==> config.mk <==
export PLATFORM = sky130hd
export DESIGN_NAME = wb_ram_loader
export DESIGN_NICKNAME = d
export VERILOG_FILES = /design/src/rtl/wb_ram_loader.sv
export SDC_FILE = /design/constraint.sdc
export NUM_CORES = 1
export LEC_CHECK = 0
export CAP_MARGIN = 20
export CORE_MARGIN = 1
export CORE_UTILIZATION = 49
export CTS_CLUSTER_DIAMETER = 40
export DETAILED_ROUTE_END_ITERATION = 7
export GPL_TIMING_DRIVEN = 0
export PLACE_DENSITY = 0.88
export SETUP_SLACK_MARGIN = 0.05
export SLEW_MARGIN = 30
export SYNTH_ARGS = -nofsm -noshare
export SYNTH_HDL_FRONTEND = slang
export SYNTH_SLANG_ARGS = --single-unit
==> constraint.sdc <==
create_clock -name i_wb_clk -period 4.6 [get_ports i_wb_clk]
set_input_delay 0.92 -clock i_wb_clk [delete_from_list [all_inputs] [get_ports i_wb_clk]]
set_output_delay 0.92 -clock i_wb_clk [all_outputs]
set_load 0.005 [all_outputs]
==> src/rtl/wb_ram_loader.sv <==
// Boot loader in front of the Wishbone RAM: writes a byte-stream image into the RAM,
// verifies its checksum, then hands the RAM port to the CPU and releases CPU reset.
module wb_ram_loader #(
  parameter int depth = 256,
  parameter int aw    = $clog2(depth)
) (
  input  logic          i_wb_clk,
  input  logic          i_wb_rst,
  input  logic [7:0]    i_rx_data,
  input  logic          i_rx_valid,
  output logic          o_rx_ready,
  input  logic [aw-3:0] i_cpu_adr,
  input  logic [31:0]   i_cpu_dat,
  input  logic [3:0]    i_cpu_sel,
  input  logic          i_cpu_we,
  input  logic          i_cpu_cyc,
  output logic [31:0]   o_cpu_rdt,
  output logic          o_cpu_ack,
  output logic [aw-3:0] o_wb_adr,
  output logic [31:0]   o_wb_dat,
  output logic [3:0]    o_wb_sel,
  output logic          o_wb_we,
  output logic          o_wb_cyc,
  input  logic [31:0]   i_wb_rdt,
  input  logic          i_wb_ack,
  output logic          o_cpu_rst,
  output logic          o_err
);

  typedef enum logic [2:0] {HDR0, HDR1, DATA, WRITE, CSUM, DONE, ERR} state_t;

  state_t        r_state;
  state_t        w_next;
  logic [15:0]   r_cnt;
  logic [aw-3:0] r_adr;
  logic [1:0]    r_idx;
  logic [31:0]   r_word;
  logic [7:0]    r_sum;
  logic          r_cyc;
  logic          r_cpu_rst;
  logic          w_acc;
  logic          w_ack_wr;
  logic          w_done;

  assign o_rx_ready = (r_state == HDR0) || (r_state == HDR1) ||
                      (r_state == DATA) || (r_state == CSUM);
  assign w_acc      = i_rx_valid & o_rx_ready;
  // r_cyc is only ever high while in WRITE, so this is the single accepted ack per word
  assign w_ack_wr   = r_cyc & i_wb_ack;
  assign w_done     = (r_state == DONE);

  always_comb begin
    w_next = r_state;
    case (r_state)
      HDR0:    if (w_acc) w_next = HDR1;
      HDR1:    if (w_acc) w_next = ({i_rx_data, r_cnt[7:0]} == 16'd0) ? CSUM : DATA;
      DATA:    if (w_acc && (r_idx == 2'd3)) w_next = WRITE;
      WRITE:   if (w_ack_wr) w_next = (r_cnt == 16'd1) ? CSUM : DATA;
      CSUM:    if (w_acc) w_next = (i_rx_data == r_sum) ? DONE : ERR;
      DONE:    w_next = DONE;
      ERR:     w_next = ERR;
      default: w_next = HDR0;
    endcase
  end

  always_ff @(posedge i_wb_clk) begin
    if (i_wb_rst) begin
      r_state   <= HDR0;
      r_cnt     <= 16'd0;
      r_adr     <= '0;
      r_idx     <= 2'd0;
      r_sum     <= 8'd0;
      r_cyc     <= 1'b0;
      r_cpu_rst <= 1'b1;
    end else begin
      r_state   <= w_next;
      r_cyc     <= (r_state == WRITE) && !w_ack_wr;
      r_cpu_rst <= !w_done;
      case (r_state)
        HDR0: if (w_acc) r_cnt[7:0] <= i_rx_data;
        HDR1: if (w_acc) begin
          r_cnt[15:8] <= i_rx_data;
          r_adr       <= '0;
          r_idx       <= 2'd0;
        end
        DATA: if (w_acc) begin
          r_sum <= r_sum + i_rx_data;
          r_idx <= r_idx + 2'd1;
        end
        WRITE: if (w_ack_wr) begin
          r_adr <= r_adr + 1'b1;
          r_cnt <= r_cnt - 16'd1;
        end
        default: ;
      endcase
    end
  end

  // Word assembly is pure datapath and needs no reset
  always_ff @(posedge i_wb_clk) begin
    if ((r_state == DATA) && w_acc) r_word[{r_idx, 3'b000} +: 8] <= i_rx_data;
  end

  // RAM port belongs to the CPU only once the image is verified
  assign o_wb_adr  = w_done ? i_cpu_adr : r_adr;
  assign o_wb_dat  = w_done ? i_cpu_dat : r_word;
  assign o_wb_sel  = w_done ? i_cpu_sel : 4'hF;
  assign o_wb_we   = w_done ? i_cpu_we  : (r_state == WRITE);
  assign o_wb_cyc  = w_done ? i_cpu_cyc : r_cyc;
  assign o_cpu_ack = w_done & i_wb_ack;
  assign o_cpu_rdt = i_wb_rdt;
  assign o_cpu_rst = r_cpu_rst;
  assign o_err     = (r_state == ERR);

endmodule

-- Word-level counts from Yosys, hierarchy flattened
Index checks and enable logic that the tools add are counted.
- flip-flop bits (word level): 69
- input bits: 88
- output and inout port bits: 80
- word-level logic and storage cells: 77
- $add $sub $neg: 5
- equality and inequality tests: 15
- shifts and indexed selects: 2
- mux-type cells: 25
- bitwise logic cells: 3
- reductions and logical operators: 18
- operator list (kind ; count):
    bitwise mux 32 bit ; 1
    2-to-1 mux 32 bit ; 1
    case mux 8 bit (2 select lines) ; 2
    variable shift 8 x 7 -> 32 bit (first input constant) ; 1
    variable part select 8 x 7 -> 32 bit ; 1
    2-to-1 mux 3 bit ; 7
    case mux 3 bit (7 select lines) ; 1
    2-to-1 mux 6 bit ; 3
    equality test 16 x 1 -> 1 bit (second input constant) ; 1
    zero test 16 bit ; 1
    2-to-1 mux 16 bit ; 1
    subtractor 16 x 1 -> 16 bit (second input constant) ; 1
    case mux 6 bit (2 select lines) ; 1
    inequality test 2 bit (second input constant) ; 5
    equality test 3 bit (second input constant) ; 3
    AND reduction 3 bit ; 3
    adder 8 bit ; 1
    equality test 8 bit ; 1
    2-to-1 mux 8 bit ; 1
    negation 5 -> 7 bit ; 1
    adder 6 x 1 -> 6 bit (second input constant) ; 1
    equality test 3 x 2 -> 1 bit (second input constant) ; 2
    2-to-1 mux 2 bit ; 3
    nonzero test 2 bit ; 3
    14 further kinds ; 22

-- Logic depth before layout (Yosys ltp)
Gate-level depths: netlist (run 1).
- depth in word-level cells: 8
- gate-level depth with buffers: 7
- gate-level depth less buffers: 7

-- Worst setup path after synthesis (run 1)
No wires, ideal clock.
- path kind: reg-to-output
- from: reg r_state[1]
- to: out o_wb_adr[0]
- arrival: 1.469 ns
- data required time: 3.680 ns
- slack: 2.211 ns
- cell stages (with the launch flop): 6
- buffers on the path: 2
- cell sequence: dfxtp_1 clkbuf_1 inv_1 nand2_1 clkbuf_1 mux2_2
- word-level cells in the longest chain between the ends: 2
- RTL lines (item ; RTL line ; RTL):
    from (decl) ; 32 ; state_t r_state;
    from (signal assigned) ; 76 ; r_state <= w_next;
    equality test 3 bit ; 50 ; assign w_done = (r_state == DONE);
    2-to-1 mux 6 bit ; 105 ; assign o_wb_adr = w_done ? i_cpu_adr : r_adr;
    to (decl) ; 19 ; output logic [aw-3:0] o_wb_adr,
No other way between the ends.

-- Final worst setup path (run 1)
- from: reg r_state[1]
- to: out o_wb_dat[31]
- word-level cells in the longest chain between the ends: 2
- RTL lines (item ; RTL line ; RTL):
    equality test 3 bit ; 50 ;
    2-to-1 mux 32 bit ; 106 ; assign o_wb_dat = w_done ? i_cpu_dat : r_word;
    to (decl) ; 20 ; output logic [31:0] o_wb_dat,
No other way between the ends.

==> results list, run 1 <==
- From synthesis to final layout, the design area changed by 38.1%.
- Across the run, the number of max-cap violations was 0.
- Tightest Pin Transition: 774 ps
- Number of nets in the final layout: 727
- Simple-Gate Fraction of Synth Area: 20.0%
- VDD sags by at most 0.140 mV.
* Register area share after synthesis: 38.0%
- The detailed router finished its first iteration with 384 violations.
* Total die area: 9540 um2
* Number of diodes: 0
- The worst setup path is launched from a register.
- CTS tree: built
- From left edge to right edge, the die measures 97.7 um.
- Synthesized area per cell: 9.42 um2
- Power density normalized to cell area: 245 nW/um2
- Routability-driven placement finished with a final weighted congestion of 0.951.
- Measured against the total synthesized area, the mux share comes to 10.3%.
- Relative slew slack: 47.9%
- STA puts the critical path data arrival time at 2690 ps.
* Via density: 5.90
- Violated checks: design-rule violations
- Leakage: 2.18 nW
- The number of hold buffers added after CTS was 0.
* Total placed cells including tap cells: 719
- Antenna violations before repair: 0
- The cell that appears most often on the critical path is sky130_fd_sc_hd__clkbuf_1.
- The clock drives 69 sinks.
- EDFF count, synth: 32
- Top Ports: 168
- The design draws 1.52 mW.
* Number of standard cells after synthesis: 476
* Most area-consuming cells after synthesis: sky130_fd_sc_hd__edfxtp_1 (21%), sky130_fd_sc_hd__dfxtp_1 (17%), sky130_fd_sc_hd__mux2_2 (10%), sky130_fd_sc_hd__buf_4 (5.4%), sky130_fd_sc_hd__and2_1 (5.2%)
- Nature of the critical path endpoint: output pin
- Cells with a size suffix above 1 make up 15.6% of the layout.
* Cell-by-cell trace of the critical path: clkbuf_1, inv_1, nand2_1, clkbuf_1, mux2_2, clkdlybuf4s50_1
- Via count of the first global-routing pass: 4251
* Delay-heaviest family, CP: buffers and inverters
* Critical Path Stages: 6
- Total clock buffers created by CTS: 9
- The number of gates resized after CTS was 0.
- Count of final setup violators: 0
- Final non-filler cell total: 735
- The worst path uses 78.4% of the clock period.
* Critical-path maximum fanout: 10
- The later pin in the worst-skew pair is clocked with a latency of 350 ps.
- Total placed instance area: 5970 um2
- Smallest setup slack after layout: 992 ps
* Number of antenna-violating nets in the routed design: 0
- After detailed routing, the average wire length per cell comes to 17.6 um.
- The number of setup buffers added after CTS is 0.
- H-tree depth reported by CTS: 3
- RSZ-0062 raised after global routing: no
- Along the worst hold path, the cell count comes to 2.
* Kind of path behind the tightest hold check: reg2reg
- The number of nets handed over by synthesis was 581.
* Number of detailed-route iterations in the first pass: 7
* Routed Wire Length: 13000 um
- Biggest area consumer among synthesized cells: sky130_fd_sc_hd__edfxtp_1
- Buffers placed on the I/O ports in this run total 135.
- The tightest hold path in the finished design has a slack of 468 ps.
- Cells fill 70.3% of the core in the end.
- Routed vias: 4337
- The floorplan step defined a core boundary enclosing 8810 um2.
- For this run, design rule violations remaining after detail routing come to 36.
- Prior to clock tree synthesis, the placed netlist has a worst setup slack of 1300 ps.
* Largest stage delay on the critical path: 500 ps
- Buffer cell driving the clock tree root: sky130_fd_sc_hd__clkbuf_8
* Largest family of logic cells by synthesized area: simple AND/OR/NAND/NOR gates
- YS warnings: 0
- Global-route wire length before repair: 21000 um
* Total global routing track utilization: 27.7%
- Clock skew on the completed layout was measured at 7.97 ps.
- CP required: 3680 ps
* Compound-cell area share of the yosys netlist: 16.3%
* Half-perimeter wire length of the detailed placement result: 9670 um
* Maximum number of pins on one net before global-route repair: 14
- Count of unique library cells instantiated by Yosys: 64
- CTS max path bufs: 2
- Of the total synthesized cell area, the portion taken by XOR and XNOR cells is 1.56%.
* Top cell type's share of synthesized area: 21.4%
- After synthesis, the share of flip-flops with an asynchronous set or reset is 0%.
* Fraction of the mapped netlist area in adder cells: 4.91%
- Chip Height: 97.7 um
- The number of cells on the worst reg-to-reg path is 5.
- Adding up every negative setup slack in the final design gives 0 ps.
- The worst path in the final design needs a cycle of 3610 ps, including I/O delays and setup.
- After global routing the overflow that remains totals 0.
- The initial utilization of the core area, before any placement, comes to 50.9%.
- Derived from the worst setup path, the maximum achievable clock frequency is 0.277 GHz.
* Final count of hold timing violations: 0
- Clock-pin slew reported for the worst setup and hold paths after clock tree synthesis: 80 ps
- Together, buffers and inverters on the worst path number 4.
- Type of the worst setup path: reg2out
* Highest-delay cell along the critical path: sky130_fd_sc_hd__clkbuf_1
* Final count of pins violating max slew: 0
- Final Cell Area: 6190 um2
* Number of cell rows: 34
- Outcome: finished with violations
- Synthesis inferred 69 register bits.
- Number of filler cells placed in the layout: 654
- Post-synthesis instance area: 4480 um2
* Primary FF master, synth: sky130_fd_sc_hd__dfxtp_1
[power by group]
part           total (mW)  switching (mW)  internal [mW]
registers           0.680          0.0221          0.658
clock network       0.520           0.237          0.283
logic               0.315           0.151          0.164
total                1.52           0.410           1.11
[placed cells by master, fill, tap and decap left out, drive strengths merged, types with 4 or more instances in the layout]
cell and n:
nand3 13, nand4 4, or3 7, mux2 40, o21ai 22, a211oi 8, nor2 23, and2 37
inv 17, dfxtp 37, clkdlybuf4s50 135, o22ai 4, o211ai 9, xnor2 7, clkbuf 36, nand2 24
nor3b 4, or4 4, buf 33, nor4 9, nor3 8, edfxtp 32, and3 4, ha 16
a21o 6, a21oi 28
[final timing paths]
| check | startpoint | endpoint | slack [ps] |
|---|---|---|---|
| hold reg to reg | r_sum[0]$_SDFFE_PP0P_ | r_sum[0]$_SDFFE_PP0P_ | 470 |
| hold / removal | r_sum[0]$_SDFFE_PP0P_ | r_sum[0]$_SDFFE_PP0P_ | 470 |
| setup / recovery | r_state[1]$_SDFFE_PP0P_ | o_wb_dat[31] | 990 |
| setup reg to reg | r_state[1]$_SDFFE_PP0P_ | r_word[13]$_DFFE_PP_ | 2180 |
[flip-flops by register name, summed over array words and instances, names as in the netlist]
| register | flops |
|---|---|
| r_adr | 6 |
| r_cnt | 16 |
| o_cpu_rst | 1 |
| r_sum | 8 |
| r_cyc | 1 |
| r_word | 32 |
| r_state | 3 |
| r_idx | 2 |
[cell usage after synthesis, types with 3 or more instances]
cell type / number
sky130_fd_sc_hd__mux2_2: 40
sky130_fd_sc_hd__and2_1: 37
sky130_fd_sc_hd__o21a_1: 3
sky130_fd_sc_hd__buf_4: 32
sky130_fd_sc_hd__clkbuf_1: 25
sky130_fd_sc_hd__ha_1: 16
sky130_fd_sc_hd__nand4_1: 4
sky130_fd_sc_hd__o211ai_1: 9
sky130_fd_sc_hd__nand3b_1: 3
sky130_fd_sc_hd__o22ai_1: 4
sky130_fd_sc_hd__o21ai_0: 21
sky130_fd_sc_hd__o31ai_1: 3
sky130_fd_sc_hd__inv_1: 17
sky130_fd_sc_hd__nand2_1: 24
sky130_fd_sc_hd__nor4_1: 8
sky130_fd_sc_hd__xnor2_1: 7
sky130_fd_sc_hd__edfxtp_1: 32
sky130_fd_sc_hd__a21oi_1: 28
sky130_fd_sc_hd__a211oi_1: 8
sky130_fd_sc_hd__and3_1: 4
sky130_fd_sc_hd__nor3b_1: 4
sky130_fd_sc_hd__nor2_1: 23
sky130_fd_sc_hd__or4_4: 3
sky130_fd_sc_hd__a2bb2oi_1: 3
sky130_fd_sc_hd__dfxtp_1: 37
sky130_fd_sc_hd__nor4b_1: 3
sky130_fd_sc_hd__nand3_1: 13
sky130_fd_sc_hd__or3_1: 7
sky130_fd_sc_hd__nor3_1: 8
sky130_fd_sc_hd__a21o_1: 6
[cell type report]
type | count | area, um2 | area share [%]
Clock buffer | 11 | 153 | 2.47
Sequential cell | 69 | 1700 | 27.5
Timing Repair Buffer | 135 | 1350 | 21.8
Tap cell | 108 | 135 | 2.18
Buffer | 58 | 338 | 5.46
Clock inverter | 5 | 58.8 | 0.950
Inverter | 17 | 63.8 | 1.03
Multi-Input combinational cell | 332 | 2390 | 38.6
[metal layers]
layer | vias to the layer above | global-route usage (%) | wire length [um]
li1 | 2015 | - | -
met4 | 0 | 10.6 | 337
met3 | 37 | 6.19 | 1240
met1 | 2015 | 32.7 | 5000
met5 | - | 0 | 0
met2 | 270 | 48.9 | 6380
[cells by family (layout without fill, tap and decap cells)]
family	Yosys count	count (layout)
AOI/OAI and AO/OA	110	110
buffers and inverters	75	226
adders and majority gates	17	17
and+or+nand+nor	156	156
DFF	69	69
muxes	41	41
xor gates and xnor gates	8	8
[worst register-to-register path, stage by stage (launching register included)]
cell,delay [ps]
sky130_fd_sc_hd__dfxtp_1,330
sky130_fd_sc_hd__clkbuf_1,300
sky130_fd_sc_hd__clkbuf_1,380
sky130_fd_sc_hd__and4_1,250
sky130_fd_sc_hd__clkbuf_1,390
sky130_fd_sc_hd__and2_1,430
Note: power is estimated with default switching activity, not from simulation.
==> run 2: changes to the inputs <==
- CORE_UTILIZATION: 49 -> 45
- PLACE_DENSITY: 0.88 -> 0.81
- clock period: 4.6 -> 3.6 ns (I/O delays scaled with it)
==> results list, run 2 (synthesized netlist as in run 1, its figures left out) <==
- Outcome: finished clean
* Final count of pins violating max slew: 0
* Routed vias: 4298
- Nature of the critical path endpoint: output pin
- Worst IR Drop VDD: 0.173 mV
* Tightest Pin Transition: 931 ps
- Starting density of the core: 46.1%
* Count of final setup violators: 0
* Flip-flop count of the largest register, all copies and words added: 32
- Critical-path maximum fanout: 10
* Highest-delay cell along the critical path: sky130_fd_sc_hd__clkdlybuf4s50_1
- Reg2Reg Capture Point: r_word[11]$_DFFE_PP_
- Via density: 5.66
* CTS tree: built
- The top cell types in the final layout, fill and taps aside, are sky130_fd_sc_hd__clkdlybuf4s50_1 (135), sky130_fd_sc_hd__mux2_2 (40), sky130_fd_sc_hd__and2_1 (37), sky130_fd_sc_hd__dfxtp_1 (37).
- Max frequency: 0.295 GHz
* Area inside the core boundary: 9730 um2
- Detailed placement finished with a half-perimeter wire length of 9360 um.
* Via count of the first global-routing pass: 3963
* Antenna violations before repair: 0
- Type of the worst setup path: reg2out
- On the critical path the largest part of the delay comes from buffers and inverters.
* CP required: 2880 ps
- The final count of hold timing violations was 0.
* Maximum number of pins on one net before global-route repair: 14
* Drt first-iter violations: 265
* Later-pin clock latency in the skew report: 350 ps
- Relative slew slack: 37.4%
* Biggest regs: r_word (32), r_cnt (16), r_sum (8)
* Fraction of final layout cells with drive strength greater than 1: 15.9%
* Origin of the critical flop-to-flop path: r_state[1]$_SDFFE_PP0P_
- Hold EP: r_sum[2]$_SDFFE_PP0P_
* Worst reg-to-reg path cell count: 5
- Footprint of the multi-input gates: 2380 um2
- The tool flagged a number of max-cap violations equal to 0.
- At the worst endpoint, the arrival time is 2670 ps.
* Largest stage delay on the critical path: 460 ps
* Setup_tns: 0 ps
* Post-layout min period: 3390 ps
- Final Total Pwr: 1.88 mW
- The floorplan step defined a die boundary enclosing 10400 um2.
- Most frequent cell on the critical path: sky130_fd_sc_hd__clkbuf_1
- After floorplanning, the core was divided into 36 placement rows.
- Dividing the final minimum period by the clock period gives 94.2%.
- Power spread over the standard cell area amounts to 304 nW/um2.
- Total clock buffers created by CTS: 9
- In this run the vertical extent of the chip is 102 um.
- Setup repair after global routing left no endpoint under its margin.
* Number of antenna-violating nets in the routed design: 0
* Cell-by-cell trace of the critical path: clkbuf_1, inv_1, nand2_1, clkbuf_1, mux2_2, clkdlybuf4s50_1
* Number of cells on the worst hold path: 2
- Critical path launch point type: register
- Post-DR wirelength/cell: 16.2 um
* Reg area: 1700 um2
- Number of buffers inserted by port buffering: 135
- CTS max path bufs: 2
- Worst hold path startpoint: r_sum[2]$_SDFFE_PP0P_
- Hold repair after CTS inserted 0 buffers.
- The worst hold path belongs to the class reg2reg.
- Top register by number of flip-flops: r_word
- Number of diodes: 0
- At the end of routability-driven placement, the weighted congestion stood at 0.917.
* Number of filler cells placed in the layout: 837
- Top Ports: 168
* Leading cell type in the layout, fill and taps excluded: sky130_fd_sc_hd__clkdlybuf4s50_1
- GRT Residual Overflow: 0
- Global-route wire length before repair: 19000 um
- In this run the number of H-tree levels came out at 3.
* Number of detailed-route iterations in the first pass: 7
- In this run the horizontal extent of the chip is 102 um.
- Buffer cell driving the clock tree root: sky130_fd_sc_hd__clkbuf_8
- The number of buffers and inverters on the critical path is 4.
- Clock-pin slew was measured on the worst setup and hold paths at 70 ps.
- The area growth from synthesis to layout is 38.2%.
* DRC viols: 0
- Routed Wire Length: 12300 um
- Summed over all cells, the static leakage comes to 2.17 nW.
- Worst clock skew on the final layout: 6.45 ps
- Global routing consumed, over all layers together, 23.8% of the routing resources.
- The clock net in this run drives a total of 69 sinks.
- Number of nets in the final layout: 727
- Across all register-to-register paths, the minimum setup slack is 1140 ps.
run 2: cell count changes in the layout (fill, tap and decap cells not counted):
cell	delta
sky130_fd_sc_hd__nor4_2	+1
sky130_fd_sc_hd__nor4_4	-1
sky130_fd_sc_hd__inv_4	+1
sky130_fd_sc_hd__clkbuf_1	-3
sky130_fd_sc_hd__clkinv_1	+1
sky130_fd_sc_hd__clkinv_2	-1
sky130_fd_sc_hd__clkbuf_2	+3
sky130_fd_sc_hd__clkbuf_16	-1
run 2: worst max-delay path by stage:
stage / start / end / slack (ps) / depth (start not counted)
finish: r_state[1]$_SDFFE_PP0P_ / o_wb_dat[8] / 210 / 6
global route: r_state[1]$_SDFFE_PP0P_ / o_wb_dat[8] / 70 / 6
CTS: r_state[1]$_SDFFE_PP0P_ / o_wb_adr[3] / 140 / 6
detailed placement: i_rx_data[0] / r_sum[4]$_SDFFE_PP0P_ / 460 / 8
global placement: i_rx_data[0] / r_sum[4]$_SDFFE_PP0P_ / 520 / 8
floorplan: r_state[1]$_SDFFE_PP0P_ / o_wb_adr[0] / 1410 / 5
run 2: cell type report:
cell class / instances / share of cell area [%]
multi-input combinational: 332 / 38.4
sequential: 69 / 27.5
timing repair buffer: 135 / 21.8
buffer: 58 / 5.51
tap: 133 / 2.69
clock buffer: 10 / 2.06
clock inverter: 6 / 1.03
inverter: 17 / 1.03
run 2: per-layer routing:
layer / GRT usage [%] / vias up / share of wire, %
met1: 28.8 / 1968 / 39
met4: 11.0 / 0 / 3.3
met5: 0 / - / 0
met3: 4.04 / 37 / 9.8
met2: 41.4 / 272 / 48
li1: - / 2021 / -
run 2: worst reg2reg max path, stage by stage, from the launching register on:
cell	delay, ps
sky130_fd_sc_hd__dfxtp_1	350
sky130_fd_sc_hd__clkbuf_1	350
sky130_fd_sc_hd__clkbuf_1	390
sky130_fd_sc_hd__and4_1	250
sky130_fd_sc_hd__clkbuf_1	380
sky130_fd_sc_hd__and2_1	410
run 2: stage by stage:
| stage | cells | util [%] | hold slack, ps | instance area, um2 | worst slack, ps |
|---|---|---|---|---|---|
| finish | 760 | 63.7 | 464 | 6200 | 210 |
| global route | 760 | 63.7 | 484 | 6200 | 67.5 |
| CTS | 760 | 63.6 | 465 | 6190 | 138 |
| detailed placement | 744 | 61.7 | 455 | 6000 | 462 |
| global placement | 744 | 61.7 | 443 | 6000 | 525 |
| floorplan | 476 | - | 436 | 4480 | 1410 |
run 2: power breakdown:
| part | switching (mW) | leakage [nW] | internal, mW | total [mW] |
|---|---|---|---|---|
| combinational | 0.189 | 1.54 | 0.207 | 0.396 |
| sequential | 0.0273 | 0.541 | 0.841 | 0.868 |
| clock | 0.301 | 0.0905 | 0.319 | 0.620 |
| total | 0.517 | 2.17 | 1.37 | 1.88 |
run 2: repair_timing:
| item | CTS | global route |
|---|---|---|
| endpoints found under the setup margin | 0 | 23 |
| resized for setup | 0 | 6 |
| setup buffers | 0 | 0 |
| endpoints found under the hold margin | 0 | 0 |
